### src/rtl/fxp_pkg.sv
// Shared fixed-point definitions for the render-math blocks (multiplier, divider).
// Format is two's complement with 1 sign bit, FXP_INTEGER integer bits and FXP_DECIMAL fraction bits.
package fxp_pkg;

  localparam int FXP_INTEGER   = 10;
  localparam int FXP_DECIMAL   = 7;
  localparam int FXP_PRECISION = 1 + FXP_INTEGER + FXP_DECIMAL;

  localparam logic [FXP_PRECISION-1:0] FXP_MAX = {1'b0, {(FXP_PRECISION-1){1'b1}}};
  localparam logic [FXP_PRECISION-1:0] FXP_MIN = {1'b1, {(FXP_PRECISION-1){1'b0}}};
  localparam logic [FXP_PRECISION-1:0] FXP_ONE = FXP_PRECISION'(1) << FXP_DECIMAL;

  typedef enum logic [1:0] {
    IDLE,
    BUSY,
    FIN,
    DONE
  } mul_state_t;

endpackage

### src/rtl/fxp_multiplier_if.sv
// Operand/result bus of the fixed-point multiplier.
interface fxp_multiplier_if
  import fxp_pkg::*;
#(
  parameter int PRECISION = FXP_PRECISION
);

  // Both channels are valid/ready: a transfer happens on a rising clk edge where
  // valid and ready are both high; the source holds data stable while valid is high
  // and ready is low, and valid never depends combinationally on ready.
  logic                 in_vld;
  logic                 in_rdy;
  logic [PRECISION-1:0] in_a;
  logic [PRECISION-1:0] in_b;
  logic                 out_vld;
  logic                 out_rdy;
  logic [PRECISION-1:0] out_p;
  logic                 out_sat;

  modport master (
    output in_vld, in_a, in_b, out_rdy,
    input  in_rdy, out_vld, out_p, out_sat
  );

  modport slave (
    input  in_vld, in_a, in_b, out_rdy,
    output in_rdy, out_vld, out_p, out_sat
  );

endinterface

### src/rtl/fxp_sat.sv
// Turns an unsigned magnitude plus a sign into a clamped signed fixed-point word.
// A zero magnitude always yields +0; the sat flag marks a clamped result.
module fxp_sat
  import fxp_pkg::*;
#(
  parameter int MAG_W     = 2 * FXP_PRECISION - FXP_DECIMAL,
  parameter int PRECISION = FXP_PRECISION
) (
  input  logic [MAG_W-1:0]     mag,
  input  logic                 sign,
  output logic [PRECISION-1:0] p,
  output logic                 sat
);

  // The negative range reaches one step further than the positive one.
  localparam logic [MAG_W-1:0] POS_LIM = MAG_W'((64'd1 << (PRECISION - 1)) - 64'd1);
  localparam logic [MAG_W-1:0] NEG_LIM = MAG_W'(64'd1 << (PRECISION - 1));

  always_comb begin
    p   = mag[PRECISION-1:0];
    sat = 1'b0;
    if (!sign && (mag > POS_LIM)) begin
      p   = {1'b0, {(PRECISION-1){1'b1}}};
      sat = 1'b1;
    end else if (sign && (mag > NEG_LIM)) begin
      p   = {1'b1, {(PRECISION-1){1'b0}}};
      sat = 1'b1;
    end else if (sign) begin
      p = -mag[PRECISION-1:0];
    end
  end

endmodule

### src/rtl/fxp_multiplier.sv
// Iterative radix-2 shift-add signed fixed-point multiplier; one product every few cycles.
// Works on magnitudes, truncates the fraction (round toward zero) and saturates.
module fxp_multiplier
  import fxp_pkg::*;
#(
  parameter int INTEGER   = FXP_INTEGER,
  parameter int DECIMAL   = FXP_DECIMAL,
  parameter int PRECISION = 1 + INTEGER + DECIMAL
) (
  input  logic               clk,
  input  logic               rst_n,
  fxp_multiplier_if.slave    bus,
  output mul_state_t         dbg_state
);

  localparam int ACC_W = 2 * PRECISION;
  localparam int MAG_W = ACC_W - DECIMAL;
  localparam int CNT_W = $clog2(PRECISION);

  mul_state_t           state, state_nxt;
  logic [ACC_W-1:0]     acc;
  logic [ACC_W-1:0]     mcand;
  logic [PRECISION-1:0] mplier;
  logic [CNT_W-1:0]     count;
  logic                 sign;
  logic [PRECISION-1:0] p_reg;
  logic                 sat_reg;
  logic [PRECISION-1:0] mag_a, mag_b;
  logic [PRECISION-1:0] sat_p;
  logic                 sat_flag;

  // -2^(P-1) negates to itself, which read as unsigned is exactly its magnitude.
  assign mag_a = bus.in_a[PRECISION-1] ? -bus.in_a : bus.in_a;
  assign mag_b = bus.in_b[PRECISION-1] ? -bus.in_b : bus.in_b;

  assign bus.in_rdy  = (state == IDLE);
  assign bus.out_vld = (state == DONE);
  assign bus.out_p   = p_reg;
  assign bus.out_sat = sat_reg;
  assign dbg_state   = state;

  always_ff @(posedge clk or negedge rst_n) begin
    if (!rst_n) state <= IDLE;
    else        state <= state_nxt;
  end

  always_comb begin
    state_nxt = state;
    unique case (state)
      IDLE:    if (bus.in_vld) state_nxt = BUSY;
      BUSY:    if (count == CNT_W'(PRECISION - 1)) state_nxt = FIN;
      FIN:     state_nxt = DONE;
      DONE:    if (bus.out_rdy) state_nxt = IDLE;
      default: state_nxt = IDLE;
    endcase
  end

  always_ff @(posedge clk or negedge rst_n) begin
    if (!rst_n) begin
      acc     <= '0;
      mcand   <= '0;
      mplier  <= '0;
      count   <= '0;
      sign    <= 1'b0;
      p_reg   <= '0;
      sat_reg <= 1'b0;
    end else begin
      case (state)
        IDLE: begin
          if (bus.in_vld) begin
            acc    <= '0;
            mcand  <= {{PRECISION{1'b0}}, mag_a};
            mplier <= mag_b;
            count  <= '0;
            sign   <= bus.in_a[PRECISION-1] ^ bus.in_b[PRECISION-1];
          end
        end
        BUSY: begin
          if (mplier[0]) acc <= acc + mcand;
          mplier <= mplier >> 1;
          mcand  <= mcand << 1;
          count  <= count + CNT_W'(1);
        end
        FIN: begin
          p_reg   <= sat_p;
          sat_reg <= sat_flag;
        end
        default: ;
      endcase
    end
  end

  fxp_sat #(
    .MAG_W     (MAG_W),
    .PRECISION (PRECISION)
  ) u_sat (
    .mag  (acc[ACC_W-1:DECIMAL]),
    .sign (sign),
    .p    (sat_p),
    .sat  (sat_flag)
  );

endmodule

### src/flat_wrapper.sv
// flat-port wrapper written by rule: the top's interface ports become plain ports
module fxp_multiplier_flat import fxp_pkg::*;
#(
  parameter int INTEGER   = FXP_INTEGER,
  parameter int DECIMAL   = FXP_DECIMAL,
  parameter int PRECISION = 1 + INTEGER + DECIMAL
)
  (clk, rst_n, dbg_state, bus_in_vld, bus_in_a, bus_in_b, bus_out_rdy, bus_in_rdy, bus_out_vld, bus_out_p, bus_out_sat);
  fxp_multiplier_if #(.PRECISION(PRECISION)) bus_i ();
  input  logic clk;
  input  logic rst_n;
  output mul_state_t dbg_state;
  input wire logic [$bits(bus_i.in_vld)-1:0] bus_in_vld;
  input wire logic [$bits(bus_i.in_a)-1:0] bus_in_a;
  input wire logic [$bits(bus_i.in_b)-1:0] bus_in_b;
  input wire logic [$bits(bus_i.out_rdy)-1:0] bus_out_rdy;
  output wire logic [$bits(bus_i.in_rdy)-1:0] bus_in_rdy;
  output wire logic [$bits(bus_i.out_vld)-1:0] bus_out_vld;
  output wire logic [$bits(bus_i.out_p)-1:0] bus_out_p;
  output wire logic [$bits(bus_i.out_sat)-1:0] bus_out_sat;
  assign bus_i.in_vld = bus_in_vld;
  assign bus_i.in_a = bus_in_a;
  assign bus_i.in_b = bus_in_b;
  assign bus_i.out_rdy = bus_out_rdy;
  assign bus_in_rdy = bus_i.in_rdy;
  assign bus_out_vld = bus_i.out_vld;
  assign bus_out_p = bus_i.out_p;
  assign bus_out_sat = bus_i.out_sat;
  fxp_multiplier #(.INTEGER(INTEGER), .DECIMAL(DECIMAL), .PRECISION(PRECISION)) u_core (.clk(clk), .rst_n(rst_n), .bus(bus_i), .dbg_state(dbg_state));
endmodule
### config.mk
export PLATFORM = sky130hd
export DESIGN_NAME = fxp_multiplier_flat
export DESIGN_NICKNAME = d
export VERILOG_FILES = /design/src/rtl/fxp_pkg.sv /design/src/rtl/fxp_multiplier_if.sv /design/src/rtl/fxp_sat.sv /design/src/rtl/fxp_multiplier.sv /design/src/flat_wrapper.sv
export SDC_FILE = /design/constraint.sdc
export NUM_CORES = 1
export LEC_CHECK = 0
export CAP_MARGIN = 20
export CORE_MARGIN = 4
export CORE_UTILIZATION = 60
export CTS_CLUSTER_SIZE = 16
export DETAILED_ROUTE_END_ITERATION = 12
export GPL_TIMING_DRIVEN = 0
export HOLD_SLACK_MARGIN = 0.02
export PLACE_DENSITY = 0.82
export SETUP_SLACK_MARGIN = 0.3
export SLEW_MARGIN = 20
export SYNTH_ARGS = -nofsm -noshare
export SYNTH_HDL_FRONTEND = slang
export SYNTH_SLANG_ARGS = --single-unit
### constraint.sdc
create_clock -name clk -period 4.2 [get_ports clk]
set_clock_uncertainty 0.1 [all_clocks]
set_input_delay 0.84 -clock clk [delete_from_list [all_inputs] [get_ports clk]]
set_output_delay 0.84 -clock clk [all_outputs]
set_load 0.05 [all_outputs]
# Word-level counts from Yosys, hierarchy flattened
# Cells that the tools add are included.
[op_classes]
add_sub_neg = 5
n_lt_le_gt_ge = 2
eq_ne = 8
n_mux = 20
bitwise_logic = 1
reduce_logical = 9
[ops]
columns = ["operator", "n"]
rows = [
  ["one-hot mux 36 bit (2 select lines)", 2],
  ["2-to-1 mux 18 bit", 6],
  ["2-to-1 mux 36 bit", 3],
  ["negator 18 bit", 3],
  ["adder 36 bit", 1],
  ["one-hot mux 18 bit (2 select lines)", 1],
  ["> comparator 29 x 17 -> 1 bit, second input constant", 1],
  ["> comparator 29 x 18 -> 1 bit, second input constant", 1],
  ["one-hot mux 5 bit (2 select lines)", 1],
  ["one-hot mux 2 bit (4 select lines)", 1],
  ["2-to-1 mux 2 bit", 3],
  ["AND reduction 3 bit", 2],
  ["adder 5 x 1 -> 5 bit, second input constant", 1],
  ["== test 5 bit, second input constant", 1],
  ["2-to-1 mux 5 bit", 1],
  ["== test 2 bit, second input constant", 2],
  ["!= test 2 x 1 -> 1 bit, second input constant", 2],
  ["!= test 2 bit, second input constant", 2],
  ["AND reduction 2 bit", 2],
  ["== test 2 x 1 -> 1 bit, second input constant", 1],
  ["logical AND 1 bit", 2],
  ["logical NOT 2 bit", 1],
  ["2-to-1 mux 1 bit", 2],
  ["nonzero test 2 bit", 1],
  ["other kinds (2)", 2],
]
[word_totals]
reg_bits = 117
inputBits = 40
output_inout_bits = 23

# Depth between registers and ports, before layout
# Gate-level depths: netlist of the first run.
[depth]
depth_word = 4
mapped_depth = 11
depth_no_buf = 10

# Hierarchy
# A second synthesis of the first run with hierarchy kept.
[hier_totals]
hier_cells = 930
area_unflattened_um2 = 8189.1
[modules_own_cells]
columns = ["module", "instances", "cells_per_inst", "area_per_inst_um2"]
rows = [
  ["fxp_multiplier", 1, 820, 7395.8],
  ["fxp_sat", 1, 110, 793.3],
]

# Worst setup path after synthesis of the first run
# OpenSTA, ideal clock, no wires.
[synth_timing]
kind = "register to register"
start = "register u_core.state[0], in the netlist u_core.dbg_state[0]"
end = "register u_core.acc[33]"
setup_time_ps = 70
arrival_ps = 2704
t_required_ps = 4030
path_slack_ps = 1326
stages_incl_launch_ff = 11
n_path_buf = 2
cell_sequence = "dfrtp_1 inv_1 ha_1 nand2b_1 and2_1 clkbuf_1 nand2_1 clkbuf_1 or3_1 nor3_1 nand3b_1"
[synth_via]
elab_chain_cells = 3
word_cells_on_any_way = 7
classes_between = "eq/ne: 3; mux: 1; reduce/logical: 3"
[synth_rtl]
columns = ["element", "line_no", "text"]
rows = [
  ["start, declared", "fxp_multiplier.sv:20", "mul_state_t state, state_nxt;"],
  ["start signal, assigned", "fxp_multiplier.sv:44", "else state <= state_nxt;"],
  ["logical NOT 2 bit (*)", "--", ""],
  ["named net bus_in_rdy", "flat_wrapper.sv:17", "output wire logic [$bits(bus_i.in_rdy)-1:0] bus_in_rdy;"],
  ["!= test 2 bit (no source line) or nonzero test 2 bit (tied branches)", "--", ""],
  ["AND reduction 3 bit (no source line)", "--", ""],
  ["end signal, assigned", "fxp_multiplier.sv:79", "if (mplier[0]) acc <= acc + mcand;"],
  ["end, declared", "fxp_multiplier.sv:21", "logic [ACC_W-1:0] acc;"],
]
# Mark *: on every way through the listed nets, which the timed path passes. The rest lies on a longest branch.
# A chain may end at the register's enable or synchronous reset.

# Worst setup path after layout of the first run
[layout_timing]
start = "register u_core.mcand[0]"
end = "register u_core.acc[30]"
[layout_via]
elab_chain_cells = 3
[layout_rtl]
columns = ["element", "line_no", "text"]
rows = [
  ["start, declared", "fxp_multiplier.sv:22", "logic [ACC_W-1:0] mcand;"],
  ["start signal, assigned", "fxp_multiplier.sv:72", "mcand <= {{PRECISION{1'b0}}, mag_a};"],
  ["start signal, assigned", "fxp_multiplier.sv:81", "mcand <= mcand << 1;"],
  ["adder 36 bit", "fxp_multiplier.sv:79", ""],
  ["2-to-1 mux 36 bit", "fxp_multiplier.sv:79", ""],
  ["one-hot mux 36 bit (2 select lines)", "fxp_multiplier.sv:68", "case (state)"],
]
# Every way passes these cells. The select of a mux whose other input is x is not followed.

==> results of run 1 <==
-- stage by stage --
step	power (W)	TNS, ps	util [%]	hold slack [ps]
6_report	0.00708	0	73.4	228
5_1_grt	0.00759	0	73.4	260
4_1_cts	0.00706	0	73.4	241
3_5_place_dp	0.00557	0	68.7	365
3_3_place_gp	0.00547	-267040	68.4	364
2_1_floorplan	0.00452	0	-	344
-- path summary, 6_finish.rpt --
check | from | end | slack (ps) | cells after the start
worst max register to register | u_core.mcand[0]$_DFFE_PN0P_ | u_core.acc[30]$_DFFE_PN0P_ | 740 | 10
worst min register to register | u_core.mplier[13]$_DFFE_PN0P_ | u_core.mplier[13]$_DFFE_PN0P_ | 380 | 2
max in group asynchronous | rst_n | u_core.acc[31]$_DFFE_PN0P_ | 3050 | 2
worst max-delay path | u_core.mcand[0]$_DFFE_PN0P_ | u_core.acc[30]$_DFFE_PN0P_ | 740 | 10
worst min-delay path | rst_n | u_core.bus.out_p[0]$_DFFE_PN0P_ | 230 | 1
min in group clk | u_core.mplier[13]$_DFFE_PN0P_ | u_core.mplier[13]$_DFFE_PN0P_ | 380 | 2
-- state kept, by name, summed over array words and instances (netlist names) --
register and flops:
u_core.acc 36, u_core.mcand 36, u_core.bus.out_p 18, u_core.mplier 18, u_core.count 5, u_core.dbg_state 2
u_core.bus.out_sat 1, u_core.sign 1
-- cell usage after synthesis, drive strengths merged (5+ instances only) --
master    n
o41ai     6
nand2   113
nand4    12
inv      21
and3      7
ha       45
a31oi     6
nor2b     8
or4       5
and2      6
o21bai    9
a21o     24
nand2b    8
nor2     79
xnor2    32
o31ai    16
a22o     22
a211oi    6
nor3     15
nor4      6
buf       5
dfrtp   117
xor2     41
o21ai    94
a21oi    63
clkbuf   44
o21a      9
o211ai    9
o22a     18
nand3     7
or3      10
mux2i    13
-- worst max-delay path: cells and delay by family (launching register included) --
kind | cells | cell delay (ps)
AOI/OAI and AO/OA | 6 | 1400
adders and majority gates | 2 | 690
DFF | 1 | 400
and+or+nand+nor | 2 | 770
-- report_power, final --
group	switching, W	internal [W]
registers	0.000365	0.00153
logic	0.00235	0.00137
clock network	0.000511	0.000959
total	0.00322	0.00386
-- area by class of cell --
type | count | share of cell area [%]
plain buffers | 49 | 2.17
clock buffers | 23 | 5.44
clock inverters | 8 | 1.03
inverters | 21 | 0.844
multi-input cells | 724 | 50.1
flip-flops and latches | 117 | 31.4
well taps | 172 | 2.30
repair buffers | 61 | 6.74
-- logic make-up (layout without fill, tap and decap cells) --
| logic type | count (synthesis) | in the layout | share of synthesized area [%] |
|---|---|---|---|
| AOI/OAI and AO/OA | 308 | 308 | 25.6 |
| DFF | 117 | 117 | 37.1 |
| muxes | 13 | 13 | 1.65 |
| buffers and inverters | 70 | 162 | 3.57 |
| adders and majority gates | 46 | 46 | 7.39 |
| xor gates and xnor gates | 73 | 73 | 8.10 |
| and+or+nand+nor | 284 | 284 | 16.6 |
-- per-layer routing --
layer	global-route usage (%)	share of wire, %	vias up
met3	6.18	6.4	49
met2	45.4	46	240
met1	37.4	45	3437
met4	9.03	2.2	0
li1	-	-	3457
met5	0	0	-
==> summary.md, run 1 <==
| Metric | Value |
|---|---|
| Inserted Clock Buffers | 17 |
| Cell repeated most along the worst path | o21ai_0 |
| Initial Utilization | 62.0% |
| Yosys top cell area share | 37.1% |
| Gr ovfl total | 0 |
| Sequential area share after synthesis | 37.1% |
| TritonRoute pass-1 iters | 6 |
| Crit path time final | about 3500 ps |
| Setup violations, final | 0 |
| Slowest Stage Delay on Critical Path | about 520 ps |
| Core footprint | between 10,000 and 15,000 µm² |
| CTS tree | built |
| Fmax | 0.289 GHz |
| RSZ-0062 raised after global routing | no |
| CTS HTree Levels | 4 |
| Setup WS pre-CTS | between 600 and 700 ps |
| CP Data Required Time | approximately 4400 ps |
| Die Y | between 100 and 150 µm |
| Root Buffer | clkbuf_16 |
| Max-slew violation count | 0 |
| Die footprint | 15,000 µm² |
| Net Count, Synth | between 900 and 1,000 |
| Routed Antenna Nets | 0 |
| Relative slew slack | between 20% and 30% |
| Mapped Cells | ~910 |
| Most area-hungry cell type in the Yosys netlist | dfrtp_1 |
| # hold bufs at CTS | 0 |
| Final instance area | slightly above 9000 µm² |
| Startpoint types | flop |
| Clock transition at path regs | around 50 ps |
| Number of flops mapped to enable cells by yosys | 0 |
| Max-cap viol count | 0 |
| Register Area | 2930 µm² |
| CTS sink count | roughly 120 |
| Top FF cell, synth | dfrtp_1 |
| Total Routing Usage GR | between 20% and 30% |
| Area after DPL | slightly below 9000 µm² |
| CP max-delay cell | nor4_1 |
| NumNets Final | around 1,100 |
| Via count | 7,183 |
| Initial antenna violation count | 0 |
| Seq cells post-synth | 117 |
| Critical Path AT | about 3700 ps |
| Layout cell share with drive strength beyond 1 | about 5.2% |
| DRT iter0 DRCs | 543 |
| Final GP Congestion | between 0.9 and 1 |
| WS Path Type | reg2reg |
| Leakage | 4.27 nW |
| Die width | 123 µm |
| Ant diodes | 0 |
| Status | finished, final reports clean |
| Most frequent cells in the layout | dfrtp_1, nand2_1, o21ai_0, nor2_1, a21oi_1 |
| Netlist Area Pre-Place | a little under 8000 µm² |
| Largest net degree at the start of global routing | 75 |
| Via density per instance | ~6 |
| Leading cell type in the layout, fill and taps excluded | dfrtp_1 |
| Area of the multi-input gates | approximately 4700 µm² |
| Fin cells | roughly 1,200 |
| Post-route DRC | 0 |
| WL final | approximately 20,000 µm |
| Max Root-Sink Buffers | 2 |
| Main area contributors after synthesis | dfrtp_1, ha_1, o21ai_0 |
| Post-synth ARST share | between 90% and 100% |
| First-pass GRT wire length | about 33,000 µm |
| Final critical-path share of the clock period | around 82% |
| Cell-by-cell listing of the critical path | ha_1, fa_1, a211oi_1, o21bai_1, o2111a_1, nor4_1, o21ai_0, nand2_1, o21ai_0, a221o_1 |
| Fill cell count | 979 |
| PortBufs | 60 |
| Worst min path class | in2async |
| CTS resizes | 0 |
| Clock latency on the worst-skew pair | roughly 430 ps |
| Final Worst Setup Slack | around 740 ps |
| Final hold violations | 0 |
| Crit path max fanout | 5 |
| I/O pins | 63 |
| Setup bufs post-CTS | 0 |
| P&R area growth vs syn | 18.4% |
| Crit. End Element | flop |
| Post-DP HPWL | between 15,000 and 20,000 µm |
| Vias in the first global route | roughly 7,000 |
| Pwr/cell area | approximately 760 nW/µm² |
| Rows | 41 |
| Post-Place Cells | 1,144 |
| Worst slew pin tran | about 1100 ps |
| Routed WL per cell | roughly 17 µm |
| Ys Warns | 0 |
| Peak supply drop | around 0.00037 V |
| Unique masters post-synth | between 60 and 70 |
| Syn avg cell area | around 8.7 µm² |
No activity file was read; power rests on OpenSTA's default activity.
==> run 2, diff against run 1 <==
--- a/config.mk
+++ b/config.mk
@@ -7,12 +7,12 @@
 export LEC_CHECK = 0
 export CAP_MARGIN = 20
 export CORE_MARGIN = 4
-export CORE_UTILIZATION = 60
+export CORE_UTILIZATION = 59
 export CTS_CLUSTER_SIZE = 16
 export DETAILED_ROUTE_END_ITERATION = 12
 export GPL_TIMING_DRIVEN = 0
 export HOLD_SLACK_MARGIN = 0.02
-export PLACE_DENSITY = 0.82
+export PLACE_DENSITY = 0.81
 export SETUP_SLACK_MARGIN = 0.3
 export SLEW_MARGIN = 20
 export SYNTH_ARGS = -nofsm -noshare
==> constraint.sdc (replaced) <==
create_clock -name clk -period 3.4 [get_ports clk]
set_clock_uncertainty 0.1 [all_clocks]
set_input_delay 0.68 -clock clk [delete_from_list [all_inputs] [get_ports clk]]
set_output_delay 0.68 -clock clk [all_outputs]
set_load 0.05 [all_outputs]
==> summary.md, run 2 (same netlist as run 1, synthesis figures left out) <==
| Metric | Value |
|---|---|
| Fmax | 0.329 GHz (+14%) |
| Max Root-Sink Buffers | 2 (unchanged) |
| Final critical-path share of the clock period | 89.4% (+7.0 points) |
| Final hold violations | 0 (unchanged) |
| TritonRoute pass-1 iters | 6 (unchanged) |
| Die width | 124 µm (+0.79%) |
| Clock transition at path regs | 60 ps (about the same) |
| I/O pins | 63 (unchanged) |
| Largest net degree at the start of global routing | 75 (unchanged) |
| Routed WL per cell | 17.3 µm (+1.2%) |
| Total Routing Usage GR | 28.4% (+0.40 points) |
| Slowest Stage Delay on Critical Path | 590 ps (+70 ps) |
| Gr ovfl total | 0 (unchanged) |
| RSZ-0062 raised after global routing | yes |
| WS Path Type | reg2reg |
| Rows | 41 (unchanged) |
| WL final | 20,400 µm (+1.3%) |
| Initial antenna violation count | 0 (unchanged) |
| First-pass GRT wire length | 34,300 µm (+2.5%) |
| Leading cell type in the layout, fill and taps excluded | dfrtp_1 |
| Setup violations, final | 0 (unchanged) |
| Via density per instance | 6.14 (+0.47%) |
| Critical Path AT | 3220 ps (-450 ps) |
| Worst min path class | in2async |
| Setup TNS | 0 ps (unchanged) |
| Die footprint | 15,300 µm² (+1.6%) |
| DRT iter0 DRCs | 622 (+15%) |
| Cell-by-cell listing of the critical path | ha_1, clkbuf_1, a21o_1, a21o_1, a21o_1, and2_1, or4_1, a31oi_4, mux2i_1, o211ai_1 |
| CP max-delay cell | or4_1 |
| Max-slew violation count | 0 (unchanged) |
| Total power | 0.00902 W (+27%) |
| CTS HTree Levels | 4 (unchanged) |
| Vias in the first global route | 7,148 (+3.4%) |
| Root Buffer | clkbuf_16 |
| Worst slew pin tran | 836 ps (-273 ps) |
| R2R setup slack | 360 ps (-380 ps) |
| Crit path max fanout | 7 (+2) |
| Die Y | 124 µm (+0.79%) |
| Relative slew slack | 43.9% (+18 points) |
| NumNets Final | 1,078 (+0.093%) |
| Crit. End Element | flop |
| Via count | 7,223 (+0.56%) |
| CP Data Required Time | 3580 ps (-820 ps) |
| Cell repeated most along the worst path | a21o_1 |
| Layout cell share with drive strength beyond 1 | 6.97% (+1.8 points) |
| Initial Utilization | 61.3% (-0.74 points) |
| Pwr/cell area | 953 nW/µm² (+26%) |
| CTS sink count | 117 (unchanged) |
| Inserted Clock Buffers | 17 (unchanged) |
| Hold_ws | 71.4 ps (-156 ps) |
| Peak supply drop | 0.000466 V (+27%) |
| Finished Core Util | 73.5% (+0.13 points) |
| Final GP Congestion | 0.901 (-3.1%) |
| Leakage | 4.30 nW (+0.84%) |
| Ant diodes | 0 (unchanged) |
| Routed Antenna Nets | 0 (unchanged) |
| Fill cell count | 975 (-0.41%) |
| Clock latency on the worst-skew pair | 420 ps (about the same) |
| P&R area growth vs syn | 20.0% |
| CTS tree | built |
| Largest regs | u_core.acc x36, u_core.mcand x36 |
| Post-DP HPWL | 14,800 µm (-1.3%) |
| Core footprint | 12,900 µm² (+1.2%) |
| PortBufs | 60 (unchanged) |
| Status | finished, final reports clean |
| Most frequent cells in the layout | dfrtp_1, nand2_1, o21ai_0, nor2_1 |
| Post-route DRC | 0 (unchanged) |
| Startpoint types | flop |
| Max-cap viol count | 0 (unchanged) |
| Crit path time final | 3040 ps (-423 ps) |
==> run 2: changes by cell type in the layout (fill, tap and decap cells not counted), sizes merged <==
cell and delta:
buf +1, bufinv +3, clkbuf -2, clkinvlp -1
==> run 2: what timing repair did <==
action / in CTS / in global routing
cloned: 0 / 0
pin swaps: 0 / 4
hold buffers: 0 / 0
setup endpoints to repair: 6 / 34
gates resized for setup: 4 / 23
buffers inserted: 0 / 1
==> run 2: per-layer routing <==
metal	routed length [µm]	GRT usage (%)	vias to the layer above
met4	413	8.86	0
met3	1240	6.81	41
met1	9130	38.0	3495
met2	9600	45.9	220
li1	-	-	3467
met5	0	0	-
==> run 2: cell type report <==
type / instances / area (µm²) / area share (%)
Buffer: 49 / 208 / 2.19
Clock buffer: 21 / 450 / 4.76
Clock inverter: 10 / 179 / 1.89
Inverter: 21 / 78.8 / 0.832
Multi-Input combinational cell: 724 / 4770 / 50.4
Sequential cell: 117 / 2930 / 30.9
Tap cell: 172 / 215 / 2.27
Timing Repair Buffer: 62 / 637 / 6.73
==> run 2: through the flow <==
step	worst slack, ps	std cells	area, µm²
2_1_floorplan	526	911	7890
3_3_place_gp	-2910	1143	8710
3_5_place_dp	32.3	1144	8730
4_1_cts	314	1175	9380
5_1_grt	210	1176	9470
6_report	360	1176	9470
==> run 2: report_power, final <==
group          total [W]  internal, W  switching (W)
clock network    0.00194      0.00131       0.000627
registers        0.00236      0.00189       0.000467
logic            0.00472      0.00176        0.00296
==> run 2: final timing paths <==
path	from	to	cells after the start
setup / recovery	u_core.acc[24]$_DFFE_PN0P_	u_core.acc[35]$_DFFE_PN0P_	10
hold / removal	rst_n	u_core.dbg_state[0]$_DFFE_PN0P_	1
setup reg to reg	u_core.acc[24]$_DFFE_PN0P_	u_core.acc[35]$_DFFE_PN0P_	10
hold reg to reg	u_core.mplier[13]$_DFFE_PN0P_	u_core.mplier[13]$_DFFE_PN0P_	2
max in group asynchronous	rst_n	u_core.acc[7]$_DFFE_PN0P_	2
min in group clk	u_core.mplier[13]$_DFFE_PN0P_	u_core.mplier[13]$_DFFE_PN0P_	2
==> run 2: critical path, delay by kind of cell, from the launching register on <==
family / cells / cell delay, ps
simple gates: 2 / 750
fa+ha+maj: 1 / 300
compound gates: 5 / 890
flops: 1 / 460
buf+inv: 1 / 170
mux: 1 / 220
==> run 3, diff against run 2 <==
--- a/config.mk
+++ b/config.mk
@@ -13,6 +13,7 @@
 export GPL_TIMING_DRIVEN = 0
 export HOLD_SLACK_MARGIN = 0.02
 export PLACE_DENSITY = 0.81
+export REMOVE_ABC_BUFFERS = 1
 export SETUP_SLACK_MARGIN = 0.3
 export SLEW_MARGIN = 20
 export SYNTH_ARGS = -nofsm -noshare
==> summary.md, run 3 (same netlist as run 1, synthesis figures left out) <==
| Metric | Value |
|---|---|
| Critical Path AT | 2280 ps (-940 ps) |
| WS Path Type | reg2out |
| Cell-by-cell listing of the critical path | inv_1, ha_1, clkdlybuf4s50_1 |
| Max Root-Sink Buffers | 2 (unchanged) |
| Crit path time final | 3060 ps (+16.1 ps) |
| Layout cell share with drive strength beyond 1 | 9.20% (+2.2 points) |
| Root Buffer | clkbuf_16 |
| Clock latency on the worst-skew pair | 420 ps (about the same) |
| Largest net degree at the start of global routing | 63 (-16%) |
| Peak supply drop | 0.000519 V (+11%) |
| Area of the multi-input gates | 4830 µm² (+1.2%) |
| Status | finished, final reports clean |
| Gr ovfl total | 0 (unchanged) |
| Post-Place Cells | 1,101 (-3.8%) |
| CTS tree | built |
| Leakage | 4.27 nW (-0.74%) |
| Final Worst Setup Slack | 344 ps (-16.1 ps) |
| Area after DPL | 8690 µm² (-0.54%) |
| Final hold violations | 0 (unchanged) |
| Die width | 124 µm (unchanged) |
| WL final | 19,400 µm (-5.0%) |
| First-pass GRT wire length | 32,000 µm (-6.6%) |
| Clock transition at path regs | 60 ps (about the same) |
| Setup WS pre-CTS | -699 ps (-731 ps) |
| Via density per instance | 6.21 (+1.0%) |
| Slowest Stage Delay on Critical Path | 890 ps (+300 ps) |
| Vias in the first global route | 6,801 (-4.9%) |
| Ant diodes | 0 (unchanged) |
| Max-slew violation count | 0 (unchanged) |
| # hold bufs at CTS | 0 (unchanged) |
| RSZ-0062 raised after global routing | yes |
| Crit. End Element | output port |
| Most frequent cells in the layout | dfrtp_1, nand2_1, o21ai_0, nor2_1, clkdlybuf4s50_1 |
| I/O pins | 63 (unchanged) |
| Final GP Congestion | 0.924 (+2.6%) |
| CTS sink count | 117 (unchanged) |
| Rows | 41 (unchanged) |
| Initial Utilization | 61.3% (unchanged) |
| Setup violations, final | 0 (unchanged) |
| Leading cell type in the layout, fill and taps excluded | dfrtp_1 |
| Fill cell count | 956 (-1.9%) |
| Die footprint | 15,300 µm² (unchanged) |
| NumNets Final | 1,040 (-3.5%) |
| Max-cap viol count | 0 (unchanged) |
| Core footprint | 12,900 µm² (unchanged) |
| PortBufs | 62 (+3.3%) |
| Routed Antenna Nets | 0 (unchanged) |
| Die Y | 124 µm (unchanged) |
| Final instance area | 9430 µm² (-0.37%) |
| Post-DP HPWL | 13,200 µm (-11%) |
| Fmax | 0.327 GHz (-0.53%) |
| Crit path max fanout | 7 (unchanged) |
| CP Data Required Time | 2620 ps (-960 ps) |
| Startpoint types | flop |
| CP max-delay cell | clkdlybuf4s50_1 |
| Pwr/cell area | 952 nW/µm² (-0.10%) |
| Inserted Clock Buffers | 17 (unchanged) |
| Worst min path class | in2async |
| Register Area | 2930 µm² (+0.13%) |
| Initial antenna violation count | 0 (unchanged) |
| DRT iter0 DRCs | 641 (+3.1%) |
| TritonRoute pass-1 iters | 5 (-1) |
| Largest regs | u_core.acc x36, u_core.mcand x36 |
| Final critical-path share of the clock period | 89.9% (+0.47 points) |
| Post-route DRC | 0 (unchanged) |
| Via count | 7,069 (-2.1%) |
| Fin cells | 1,139 (-3.1%) |
| Worst slew pin tran | 841 ps (+4.48 ps) |
| P&R area growth vs syn | 19.6% |
| CTS HTree Levels | 4 (unchanged) |
| Routed WL per cell | 17.0 µm (-1.9%) |
| Relative slew slack | 43.9% (+0.076 points) |
| Total Routing Usage GR | 26.1% (-2.3 points) |
run 3: area by class of cell:
class	instances	area share, %
clock buffer	23	5.17
clock inverter	9	1.06
inverter	21	0.836
multi-input combinational	725	51.2
sequential	117	31.1
tap	172	2.28
timing repair buffer	72	8.37
run 3: metrics by stage:
| stage | power [W] | hold WS [ps] | setup TNS [ps] | utilization (%) |
|---|---|---|---|---|
| floorplan | 0.00550 | 284 | -80940 | - |
| CTS | 0.00877 | 140 | 0 | 72.3 |
| global route | 0.00961 | 158 | 0 | 73.3 |
| global placement | 0.00656 | 359 | -533620 | 66.2 |
| finish | 0.00898 | 122 | 0 | 73.3 |
| detailed placement | 0.00692 | 367 | -8430 | 67.5 |
run 3: path summary, 6_finish.rpt:
path                       cells after the start                             from                              to  slack (ps)
min in group clk                               2    u_core.mplier[16]$_DFFE_PN0P_   u_core.mplier[16]$_DFFE_PN0P_         380
max reg2reg                                    9        u_core.acc[7]$_DFFE_PN0P_      u_core.acc[29]$_DFFE_PN0P_         430
min reg2reg                                    2    u_core.mplier[16]$_DFFE_PN0P_   u_core.mplier[16]$_DFFE_PN0P_         380
max in group asynchronous                      2                            rst_n    u_core.mcand[12]$_DFFE_PN0P_        2390
min                                            1                            rst_n  u_core.bus.out_sat$_DFFE_PN0P_         120
max                                            3  u_core.dbg_state[0]$_DFFE_PN0P_                      bus_in_rdy         340
run 3: worst max-delay path: cells and delay by family, from the launching register on:
family / cells / cell delay [ps]
flops: 1 / 430
fa+ha+maj: 1 / 420
buf+inv: 2 / 1010
run 3: metal layers:
layer	part of all wire, %	routed length [µm]	GRT usage [%]	vias to the layer above
met1	45	8640	34.4	3418
met2	48	9300	43.1	232
met4	1.9	365	8.51	0
li1	-	-	-	3383
met3	5.4	1050	5.63	36
met5	0	0	0	-
run 3: timing repair:
action | 4_1_cts | 5_1_grt
endpoints found under the setup margin | 34 | 22
gates cloned | 0 | 1
setup buffers | 1 | 4
gates resized for setup | 5 | 25
pin swaps | 2 | 11
run 3: report_power, final:
part	internal, W	leakage, nW	switching, W
sequential	0.00190	1.50	0.000530
clock	0.00115	0.289	0.000633
combinational	0.00192	2.48	0.00285
total	0.00497	4.27	0.00401
